[src/rtl/muldiv_pkg.sv]
// Shared definitions for the sequential multiply/divide unit: operation
// encoding, FSM states, flag bit positions and the default operand width.
package muldiv_pkg;

    localparam int unsigned DefaultWidth = 8;

    typedef enum logic {
        OpMul = 1'b0,
        OpDiv = 1'b1
    } op_e;

    typedef enum logic [1:0] {
        StIdle = 2'd0,
        StRun  = 2'd1,
        StWb   = 2'd2
    } state_e;

    localparam int unsigned FlagZ   = 0;
    localparam int unsigned FlagV   = 1;
    localparam int unsigned FlagDz  = 2;
    localparam int unsigned FlagErr = 7;

    // Assemble the flag byte; unused bits stay zero.
    function automatic logic [7:0] pack_flags(input logic z, input logic v, input logic dz,
                                              input logic err);
        logic [7:0] f;
        f          = '0;
        f[FlagZ]   = z;
        f[FlagV]   = v;
        f[FlagDz]  = dz;
        f[FlagErr] = err;
        return f;
    endfunction

endpackage

[src/rtl/mul_div_seq_if.sv]
// Request/result bundle of mul_div_seq. The master drives the operation
// request; the slave (the unit itself) returns status, strobes and results.
interface mul_div_seq_if
    import muldiv_pkg::*;
#(
    parameter int unsigned WIDTH = DefaultWidth
);
    logic             start;
    logic             op;
    logic [WIDTH-1:0] A;
    logic [WIDTH-1:0] B;
    logic             busy;
    logic             done;
    logic             IMUL;
    logic             IDIV;
    logic [WIDTH-1:0] DinA;
    logic [WIDTH-1:0] Dhi;
    logic [7:0]       Flags_in_alu;

    modport master (
        output start, op, A, B,
        input  busy, done, IMUL, IDIV, DinA, Dhi, Flags_in_alu
    );

    modport slave (
        input  start, op, A, B,
        output busy, done, IMUL, IDIV, DinA, Dhi, Flags_in_alu
    );
endinterface

[src/rtl/muldiv_step.sv]
// One combinational iteration of the sequential unit.
// Multiply: shift-add on a 2*Width accumulator {hi, lo}; lo starts as the
// multiplier and is consumed LSB first while the product fills in from the top.
// Divide (MUL_DIV_SEQ_DIV_EN only): restoring step on a Width+1 partial
// remainder; acc lo starts as the dividend and becomes the quotient, MSB first.
module muldiv_step
    import muldiv_pkg::*;
#(
    parameter int unsigned Width = DefaultWidth
) (
`ifdef MUL_DIV_SEQ_DIV_EN
    input  op_e              op_i,
    input  logic [Width:0]   rem_i,
    output logic [Width:0]   rem_o,
`endif
    input  logic [Width-1:0]   opnd_i,
    input  logic [2*Width-1:0] acc_i,
    output logic [2*Width-1:0] acc_o
);

    logic [Width:0]     mul_sum;
    logic [2*Width-1:0] mul_acc;

    // Add the multiplicand when the current multiplier bit is set, then shift right.
    always_comb begin
        mul_sum = {1'b0, acc_i[2*Width-1:Width]};
        if (acc_i[0]) begin
            mul_sum = mul_sum + {1'b0, opnd_i};
        end
        mul_acc = {mul_sum, acc_i[Width-1:1]};
    end

`ifdef MUL_DIV_SEQ_DIV_EN
    logic [Width:0]   div_shift;
    logic [Width:0]   div_diff;
    logic [Width-1:0] div_q;
    logic             unused_rem_msb;

    // The remainder is always below the divisor, so its top bit never feeds the shift.
    assign unused_rem_msb = rem_i[Width];

    // Shift in the next dividend bit, trial-subtract, restore when negative.
    always_comb begin
        div_shift = {rem_i[Width-1:0], acc_i[Width-1]};
        div_diff  = div_shift - {1'b0, opnd_i};
        if (div_diff[Width]) begin
            rem_o = div_shift;
            div_q = {acc_i[Width-2:0], 1'b0};
        end else begin
            rem_o = div_diff;
            div_q = {acc_i[Width-2:0], 1'b1};
        end
        acc_o = (op_i == OpDiv) ? {{Width{1'b0}}, div_q} : mul_acc;
    end
`else
    assign acc_o = mul_acc;
`endif

endmodule

[src/rtl/mul_div_seq.sv]
// Sequential unsigned multiply/divide unit: one operand bit per cycle, results
// written back with a one-cycle done pulse and an IMUL/IDIV register-load strobe.
// Optional divide datapath: define MUL_DIV_SEQ_DIV_EN. Without it a divide
// request completes immediately with ERR set and no strobe.
module mul_div_seq
    import muldiv_pkg::*;
#(
    parameter int unsigned WIDTH = DefaultWidth
) (
    input logic          clk,
    input logic          rst,
    mul_div_seq_if.slave bus
);

    localparam int unsigned CntW = (WIDTH > 1) ? $clog2(WIDTH) : 1;
    localparam logic [CntW-1:0] CntLast = CntW'(WIDTH - 1);

    state_e             state_q, state_d;
    logic [CntW-1:0]    cnt_q, cnt_d;
    logic [WIDTH-1:0]   opnd_q, opnd_d;
    logic [2*WIDTH-1:0] acc_q, acc_d;
    logic               busy_q, busy_d;
    logic               done_q, done_d;
    logic               imul_q, imul_d;
    logic               idiv_q, idiv_d;
    logic [WIDTH-1:0]   dina_q, dina_d;
    logic [WIDTH-1:0]   dhi_q, dhi_d;
    logic [7:0]         flags_q, flags_d;
    logic [2*WIDTH-1:0] step_acc;
`ifdef MUL_DIV_SEQ_DIV_EN
    op_e                op_q, op_d;
    logic [WIDTH:0]     rem_q, rem_d;
    logic [WIDTH:0]     step_rem;
`endif

    muldiv_step #(
        .Width (WIDTH)
    ) u_step (
`ifdef MUL_DIV_SEQ_DIV_EN
        .op_i   (op_q),
        .rem_i  (rem_q),
        .rem_o  (step_rem),
`endif
        .opnd_i (opnd_q),
        .acc_i  (acc_q),
        .acc_o  (step_acc)
    );

    // Next-state and registered-output logic of the IDLE/RUN/WB sequencer.
    always_comb begin
        state_d = state_q;
        cnt_d   = cnt_q;
        opnd_d  = opnd_q;
        acc_d   = acc_q;
        busy_d  = busy_q;
        done_d  = 1'b0;
        imul_d  = 1'b0;
        idiv_d  = 1'b0;
        dina_d  = dina_q;
        dhi_d   = dhi_q;
        flags_d = flags_q;
`ifdef MUL_DIV_SEQ_DIV_EN
        op_d    = op_q;
        rem_d   = rem_q;
`endif
        unique case (state_q)
            StIdle: begin
                if (bus.start) begin
                    busy_d = 1'b1;
                    cnt_d  = '0;
                    if (op_e'(bus.op) == OpMul) begin
                        state_d = StRun;
                        opnd_d  = bus.A;
                        acc_d   = {{WIDTH{1'b0}}, bus.B};
`ifdef MUL_DIV_SEQ_DIV_EN
                        op_d    = OpMul;
`endif
                    end else begin
`ifdef MUL_DIV_SEQ_DIV_EN
                        op_d = OpDiv;
                        if (bus.B == '0) begin
                            // Divide by zero skips the iterations entirely.
                            state_d = StWb;
                            done_d  = 1'b1;
                            idiv_d  = 1'b1;
                            dina_d  = '1;
                            dhi_d   = bus.A;
                            flags_d = pack_flags(1'b0, 1'b0, 1'b1, 1'b0);
                        end else begin
                            state_d = StRun;
                            opnd_d  = bus.B;
                            acc_d   = {{WIDTH{1'b0}}, bus.A};
                            rem_d   = '0;
                        end
`else
                        state_d = StWb;
                        done_d  = 1'b1;
                        dina_d  = '0;
                        dhi_d   = '0;
                        flags_d = pack_flags(1'b1, 1'b0, 1'b0, 1'b1);
`endif
                    end
                end
            end
            StRun: begin
                acc_d = step_acc;
                cnt_d = cnt_q + 1'b1;
`ifdef MUL_DIV_SEQ_DIV_EN
                rem_d = step_rem;
`endif
                if (cnt_q == CntLast) begin
                    state_d = StWb;
                    done_d  = 1'b1;
                    dina_d  = step_acc[WIDTH-1:0];
`ifdef MUL_DIV_SEQ_DIV_EN
                    if (op_q == OpDiv) begin
                        idiv_d  = 1'b1;
                        dhi_d   = step_rem[WIDTH-1:0];
                        flags_d = pack_flags(step_acc[WIDTH-1:0] == '0, 1'b0, 1'b0, 1'b0);
                    end else
`endif
                    begin
                        imul_d  = 1'b1;
                        dhi_d   = step_acc[2*WIDTH-1:WIDTH];
                        flags_d = pack_flags(step_acc[WIDTH-1:0] == '0,
                                             |step_acc[2*WIDTH-1:WIDTH], 1'b0, 1'b0);
                    end
                end
            end
            StWb: begin
                // Start is ignored here; busy drops as the unit returns to idle.
                state_d = StIdle;
                busy_d  = 1'b0;
            end
            default: begin
                state_d = StIdle;
                busy_d  = 1'b0;
            end
        endcase
    end

    // State and output registers; reset aborts any operation in flight.
    always_ff @(posedge clk or posedge rst) begin
        if (rst) begin
            state_q <= StIdle;
            cnt_q   <= '0;
            opnd_q  <= '0;
            acc_q   <= '0;
            busy_q  <= 1'b0;
            done_q  <= 1'b0;
            imul_q  <= 1'b0;
            idiv_q  <= 1'b0;
            dina_q  <= '0;
            dhi_q   <= '0;
            flags_q <= '0;
`ifdef MUL_DIV_SEQ_DIV_EN
            op_q    <= OpMul;
            rem_q   <= '0;
`endif
        end else begin
            state_q <= state_d;
            cnt_q   <= cnt_d;
            opnd_q  <= opnd_d;
            acc_q   <= acc_d;
            busy_q  <= busy_d;
            done_q  <= done_d;
            imul_q  <= imul_d;
            idiv_q  <= idiv_d;
            dina_q  <= dina_d;
            dhi_q   <= dhi_d;
            flags_q <= flags_d;
`ifdef MUL_DIV_SEQ_DIV_EN
            op_q    <= op_d;
            rem_q   <= rem_d;
`endif
        end
    end

    assign bus.busy         = busy_q;
    assign bus.done         = done_q;
    assign bus.IMUL         = imul_q;
    assign bus.IDIV         = idiv_q;
    assign bus.DinA         = dina_q;
    assign bus.Dhi          = dhi_q;
    assign bus.Flags_in_alu = flags_q;

endmodule
[src/flat_wrapper.sv]
// flat-port wrapper written by rule: the top's interface ports become plain ports
module mul_div_seq_flat import muldiv_pkg::*;
#(
    parameter int unsigned WIDTH = DefaultWidth
)
  (clk, rst, bus_start, bus_op, bus_A, bus_B, bus_busy, bus_done, bus_IMUL, bus_IDIV, bus_DinA, bus_Dhi, bus_Flags_in_alu);
  mul_div_seq_if #(.WIDTH(WIDTH)) bus_i ();
  input logic clk;
  input logic rst;
  input wire logic [$bits(bus_i.start)-1:0] bus_start;
  input wire logic [$bits(bus_i.op)-1:0] bus_op;
  input wire logic [$bits(bus_i.A)-1:0] bus_A;
  input wire logic [$bits(bus_i.B)-1:0] bus_B;
  output wire logic [$bits(bus_i.busy)-1:0] bus_busy;
  output wire logic [$bits(bus_i.done)-1:0] bus_done;
  output wire logic [$bits(bus_i.IMUL)-1:0] bus_IMUL;
  output wire logic [$bits(bus_i.IDIV)-1:0] bus_IDIV;
  output wire logic [$bits(bus_i.DinA)-1:0] bus_DinA;
  output wire logic [$bits(bus_i.Dhi)-1:0] bus_Dhi;
  output wire logic [$bits(bus_i.Flags_in_alu)-1:0] bus_Flags_in_alu;
  assign bus_i.start = bus_start;
  assign bus_i.op = bus_op;
  assign bus_i.A = bus_A;
  assign bus_i.B = bus_B;
  assign bus_busy = bus_i.busy;
  assign bus_done = bus_i.done;
  assign bus_IMUL = bus_i.IMUL;
  assign bus_IDIV = bus_i.IDIV;
  assign bus_DinA = bus_i.DinA;
  assign bus_Dhi = bus_i.Dhi;
  assign bus_Flags_in_alu = bus_i.Flags_in_alu;
  mul_div_seq #(.WIDTH(WIDTH)) u_core (.clk(clk), .rst(rst), .bus(bus_i));
endmodule
[config.mk]
export PLATFORM = sky130hd
export DESIGN_NAME = mul_div_seq_flat
export DESIGN_NICKNAME = d
export VERILOG_FILES = /design/src/rtl/muldiv_pkg.sv /design/src/rtl/mul_div_seq_if.sv /design/src/rtl/muldiv_step.sv /design/src/rtl/mul_div_seq.sv /design/src/flat_wrapper.sv
export SDC_FILE = /design/constraint.sdc
export NUM_CORES = 1
export LEC_CHECK = 0
export CAP_MARGIN = 5
export CORE_UTILIZATION = 51
export CTS_BUF_LIST = sky130_fd_sc_hd__clkbuf_8
export CTS_CLUSTER_SIZE = 8
export DETAILED_ROUTE_END_ITERATION = 8
export PLACE_DENSITY = 0.78
export SYNTH_ARGS = -nofsm -noshare
export SYNTH_HDL_FRONTEND = slang
export SYNTH_SLANG_ARGS = --single-unit
[constraint.sdc]
create_clock -name clk -period 2.7 [get_ports clk]
set_clock_uncertainty 0.1 [all_clocks]
set_input_delay 0.54 -clock clk [delete_from_list [all_inputs] [get_ports clk]]
set_output_delay 0.54 -clock clk [all_outputs]
set_load 0.005 [all_outputs]
==> Yosys cells after proc, flatten, opt, wreduce, memory -nomap -nowiden <==
Cells that the tools add are included.
{ "op_classes": {"mux": 27, "n_shift": 0, "div_mod_pow": 0, "addsub": 2, "n_lt_le_gt_ge": 0, "n_bitwise": 2, "multipliers": 0, "eq_ne": 6, "reduce_logical": 10} }
{ "op_table": {"columns": ["operator", "count"], "rows": [
  ["$mux 8", 7],
  ["$pmux 8 s2", 3],
  ["$mux 16", 2],
  ["$pmux 16 s2", 1],
  ["$add 8x8->9", 1],
  ["$mux 9", 1],
  ["$logic_not 8->1", 1],
  ["$reduce_or 8->1", 1],
  ["$mux 2", 3],
  ["$ne 2x2->1 const B", 3],
  ["$pmux 3 s2", 1],
  ["$reduce_and 2->1", 3],
  ["$reduce_and 3->1", 2],
  ["$mux 1", 5],
  ["$pmux 1 s2", 2],
  ["$pmux 2 s2", 1],
  ["$reduce_and 4->1", 1],
  ["$add 3x1->3 const B", 1],
  ["$eq 3x3->1 const B", 1],
  ["$mux 3", 1],
  ["$eq 2x1->1 const B", 1],
  ["$logic_not 2->1", 1],
  ["$ne 2x1->1 const B", 1],
  ["$not 1->1", 2],
  ["$reduce_bool 2->1", 1]
]} }
{ "word_totals": {"n_memories": 0, "wordCells": 57, "reg_bits": 56, "mem_bits_ro": 0, "ram_bits": 0, "latchBits": 0, "in_bits": 20, "output_inout_bits": 28} }

==> Logic depth before layout (Yosys ltp) <==
{ "depth": {"depth_word": 5, "mapped_depth": 9, "depth_no_buf": 9} }

==> By module <==
A second synthesis with hierarchy kept.
{ "unflattened": {"cells_unflattened": 221, "area_unflattened_um2": 2732.6} }
{ "by_module_without_submodules": {"columns": ["mod", "seq_area_each_um2", "cells_each", "n_inst", "area_each_um2"], "rows": [
  ["mul_div_seq", 1276.2, 149, 1, 2197.1],
  ["muldiv_step", 0.0, 72, 1, 535.5]
]} }

==> Worst setup path before layout <==
OpenSTA, ideal clock, no wires.
{ "synth_timing": {"path_type": "register to register", "start": "register u_core.acc_q[8]", "end": "register u_core.flags_q[1], in the netlist u_core.bus.Flags_in_alu[1]", "period_less_slack_ns": 2.166, "setup_slack_ns": 0.534, "stages_incl_launch_ff": 10, "required_time_ns": 2.516, "setup_ns": 0.084, "t_arrival_ns": 1.983, "n_path_buf": 0, "cell_sequence": "dfrtp_1 -> ha_1 -> inv_1 -> fa_1 -> nand2b_1 -> a21oi_2 -> a31o_1 -> a41o_2 -> and4b_1 -> a41oi_2"} }
{ "synth_via": {"elab_chain_len": 5} }
{ "synth_lines": {"columns": ["element", "line", "text"], "rows": [
  ["from (decl)", "mul_div_seq.sv:21", "logic [2*WIDTH-1:0] acc_q, acc_d;"],
  ["from (signal assigned)", "mul_div_seq.sv:148", "acc_q <= '0;"],
  ["from (signal assigned)", "mul_div_seq.sv:164", "acc_q <= acc_d;"],
  ["$add 8x8->9", "muldiv_step.sv:28", "mul_sum = mul_sum + {1'b0, opnd_i};"],
  ["$mux 9", "muldiv_step.sv:27", "if (acc_i[0]) begin"],
  ["$reduce_or 8->1", "mul_div_seq.sv:126", "|step_acc[2*WIDTH-1:WIDTH], 1'b0, 1'b0);"],
  ["$mux 8", "mul_div_seq.sv:111", "if (cnt_q == CntLast) begin"],
  ["$pmux 8 s2", "mul_div_seq.sv:66", "unique case (state_q)"],
  ["to (signal assigned)", "mul_div_seq.sv:171", "flags_q <= flags_d;"],
  ["to (decl)", "mul_div_seq.sv:28", "logic [7:0] flags_q, flags_d;"]
]} }
No other way between the ends. The select of a mux whose other input is x is not followed.
A chain may end at the register's enable or synchronous reset.

==> Final worst setup path <==
Ends and elaborated chain as after synthesis.

==> flow_metrics.py <==
metrics = {
    "timing": {
        "finalCritPeriodShare": 0.848,
        "maxSlewViolCount": 0,
        "max_freq_mhz": 437,
        "setup_viol": 0,
        "rsz0062_at_grt": "no",
        "final-hold-violation-count": 0,
        "slew_headroom": 0.579,
        "setup_tns_ns": 0,
        "tightestPinTransition_ns": 0.630,
        "fin_crit_ns": 2.29,
        "fin_ws_ns": 0.411,
    },
    "flow_run": {
        "maxCapViolCount": 0,
    },
    "logic_synthesis": {
        "ys_seq_area_frac": 0.500,
        "syn_area_per_cell_um2": 10.5,
        "synth_edf_count": 0,
        "synthesis.instances": 242,
        "yosysWarnings": 0,
        "ys_ff_latch": 51,
        "ys_async_sr_fraction": 1.00,
        "synth_area_mm2": 0.00255,
        "synth-main-ff-cell": "dfrtp_1",
        "netlist-cell-type-count": 44,
    },
    "cells_and_area": {
        "finalNetCount": 316,
        "postLayoutCoreUtil": 0.651,
        "antenna-diode-count": 0,
        "mostFrequentLayoutCell": "dfrtp_1",
        "nFillCells": 419,
        "area_growth_pct": 21.3,
        "final_layout_size_suffix_gt1_frac": 0.129,
        "final_cell_mix": "dfrtp_1 (51), nand2_1 (49), clkdlybuf4s50_1 (41)",
        "finalInstanceArea_mm2": 0.00310,
    },
    "placement": {
        "placed_area_mm2": 0.00300,
        "post-place-ws_ns": 0.410,
        "portBuffers": 41,
        "gp_congestion": 0.813,
        "dp_hpwl_um": 3580,
    },
    "drt": {
        "first_iter_violations": 121,
        "totalWireLength_um": 4860,
        "wire_per_inst_um": 13.8,
        "drt-vias-per-instance": 5.23,
        "via_count": 1845,
        "drc": 0,
        "drt_first_pass_iters": 4,
        "ant_nets": 0,
    },
    "die": {
        "die-area_mm2": 0.00529,
        "die_w_um": 72.7,
        "core_mm2": 0.00475,
        "initial_core_util": 0.537,
        "die_y_um": 72.7,
        "io_pins": 48,
        "rows": 25,
    },
    "cts": {
        "clockBufferDepth": 2,
        "clock_latency_ns": 0.31,
        "post-cts-setup-buffers": 0,
        "tritoncts": "built",
        "cts_resized": 0,
        "htree_levels": 2,
        "cts_root_buf": "clkbuf_8",
        "cts.hold.buffers_added": 0,
        "clkTransAtPathRegs_ns": 0.10,
        "numCtsBuffers": 5,
        "cts_sinks": 51,
    },
    "worst_setup_path": {
        "cp_max_fo": 3,
        "reg2reg_from": "u_core.acc_q[8]",
        "required_ns": 2.83,
        "crit_type": "register to register",
        "critPathLaunchType": "register",
        "r2r_end": "u_core.bus.Flags_in_alu[1]",
        "worstSetupEndpointType": "register",
        "cp.arrival_ns": 2.42,
        "r2r.worst_path.cells": 9,
        "r2r_slack_ns": 0.41,
    },
    "min_path": {
        "worstHoldPathCells": 2,
        "worstHoldStart": "u_core.bus.DinA[0]",
        "worstHoldEndpoint": "u_core.bus.DinA[0]",
        "hold_path.class": "register to register",
    },
    "power": {
        "combPwrFrac": 0.474,
        "power_frac_seq": 0.390,
        "p_per_area_mw_per_mm2": 1090,
        "leakagePower_nw": 1.47,
        "vdd_ir_drop_max_v": 0.000636,
        "internal_power_mw": 2.05,
        "clkPwrFrac": 0.136,
        "switchingPower_mw": 1.32,
        "switching_share": 0.392,
    },
    "global_route": {
        "grt_usage": 0.201,
        "grt_max_degree": 34,
        "grt_pass1_wl_um": 8030,
        "grt_pass1_vias": 1762,
        "grt-ovfl-total": 0,
        "antenna_found_initial": 0,
    },
    "status": {
        "status": "finished clean",
    },
}
==> final cells by class <==
cell class,instances,area [um2],area share
clock buffer,5,68.8,0.0222
clock inverter,3,25.0,0.00808
inverter,10,37.5,0.0121
multi-input combinational,171,1160,0.374
sequential,51,1280,0.412
tap,67,83.8,0.0271
timing repair buffer,46,448,0.145
==> routing by layer <==
layer | wire length [um] | track usage
met2 | 2320 | 0.330
met3 | 187 | 0.0442
met5 | 0 | 0
met4 | 73 | 0.0763
met1 | 2280 | 0.260
==> worst max path at each step <==
stage / from / to / slack [ns] / depth (start not counted)
detailed placement: u_core.acc_q[8] / u_core.bus.Flags_in_alu[1] / 0.41 / 9
floorplan: u_core.acc_q[8] / u_core.bus.Flags_in_alu[1] / 0.53 / 9
CTS: u_core.acc_q[8] / u_core.bus.Flags_in_alu[1] / 0.39 / 9
global placement: u_core.acc_q[8] / u_core.bus.Flags_in_alu[1] / 0.48 / 9
finish: u_core.acc_q[8] / u_core.bus.Flags_in_alu[1] / 0.41 / 9
global route: u_core.acc_q[8] / u_core.bus.Flags_in_alu[1] / 0.27 / 9
==> power groups by stage <==
| stage | Clock [mW] | Sequential [mW] | Combinational [mW] |
|---|---|---|---|
| 2_1_floorplan | 0 | 1.23 | 1.20 |
| 3_3_place_gp | 0 | 1.32 | 1.56 |
| 3_5_place_dp | 0 | 1.33 | 1.60 |
| 4_1_cts | 0.473 | 1.32 | 1.62 |
| 5_1_grt | 0.501 | 1.35 | 1.78 |
| 6_report | 0.460 | 1.31 | 1.60 |
==> critical path, cell delays in order, from the launching register on <==
cell and delay [ns]:
dfrtp_1 0.38, ha_1 0.19, inv_1 0.06, fa_1 0.39
nand2b_1 0.17, a21oi_2 0.15, a31o_1 0.19, a41o_2 0.21
and4b_1 0.20, a41oi_2 0.18
==> stage by stage <==
| stage | hold slack [ns] | instances | power (mW) |
|---|---|---|---|
| after floorplan | 0.366 | 247 | 2.43 |
| after global placement | 0.367 | 345 | 2.88 |
| after detailed placement | 0.375 | 345 | 2.93 |
| after CTS | 0.399 | 353 | 3.41 |
| after global routing | 0.416 | 353 | 3.63 |
| final | 0.392 | 353 | 3.37 |
==> cell families (layout without fill, tap and decap cells) <==
kind of cell             after synthesis  count (layout)  synth area share
XOR/XNOR                               6               6            0.0206
buffers and inverters                 25              64            0.0539
AO/OA/AOI/OAI                         63              63             0.159
multiplexers                          16              16            0.0838
other                                  1               6           0.00147
flip-flops                            51              51             0.500
AND/OR/NAND/NOR                       69              69             0.125
adder cells (fa/ha/maj)               11              11            0.0569
==> cells in the mapped netlist, types with 2 or more instances <==
master / number / share of area
a21oi_1: 12 / 0.024
nand2_1: 49 / 0.072
inv_1: 8 / 0.012
buf_4: 6 / 0.018
mux2i_1: 5 / 0.020
nand2b_1: 3 / 0.0074
o31ai_1: 2 / 0.0059
xor2_1: 4 / 0.014
mux2_2: 2 / 0.0088
o31ai_2: 2 / 0.0098
ha_1: 10 / 0.049
clkbuf_1: 4 / 0.0059
xnor2_1: 2 / 0.0069
a21o_1: 10 / 0.029
o21ai_0: 5 / 0.0098
dfrtp_1: 51 / 0.50
buf_2: 3 / 0.0059
mux2_4: 7 / 0.041
nor2_1: 8 / 0.012
inv_2: 2 / 0.0029
a31oi_1: 2 / 0.0049
o21ai_1: 22 / 0.043
a22o_1: 2 / 0.0069
==> sequential cells by signal, indices dropped and copies added (netlist names) <==
signal                   cells
u_core.bus.done              1
u_core.acc_q                16
u_core.bus.busy              1
u_core.cnt_q                 3
u_core.bus.IMUL              1
u_core.bus.DinA              8
u_core.opnd_q                8
u_core.bus.Flags_in_alu      3
u_core.bus.Dhi               8
u_core.state_q               2
No activity file was read; power rests on OpenSTA's default activity.
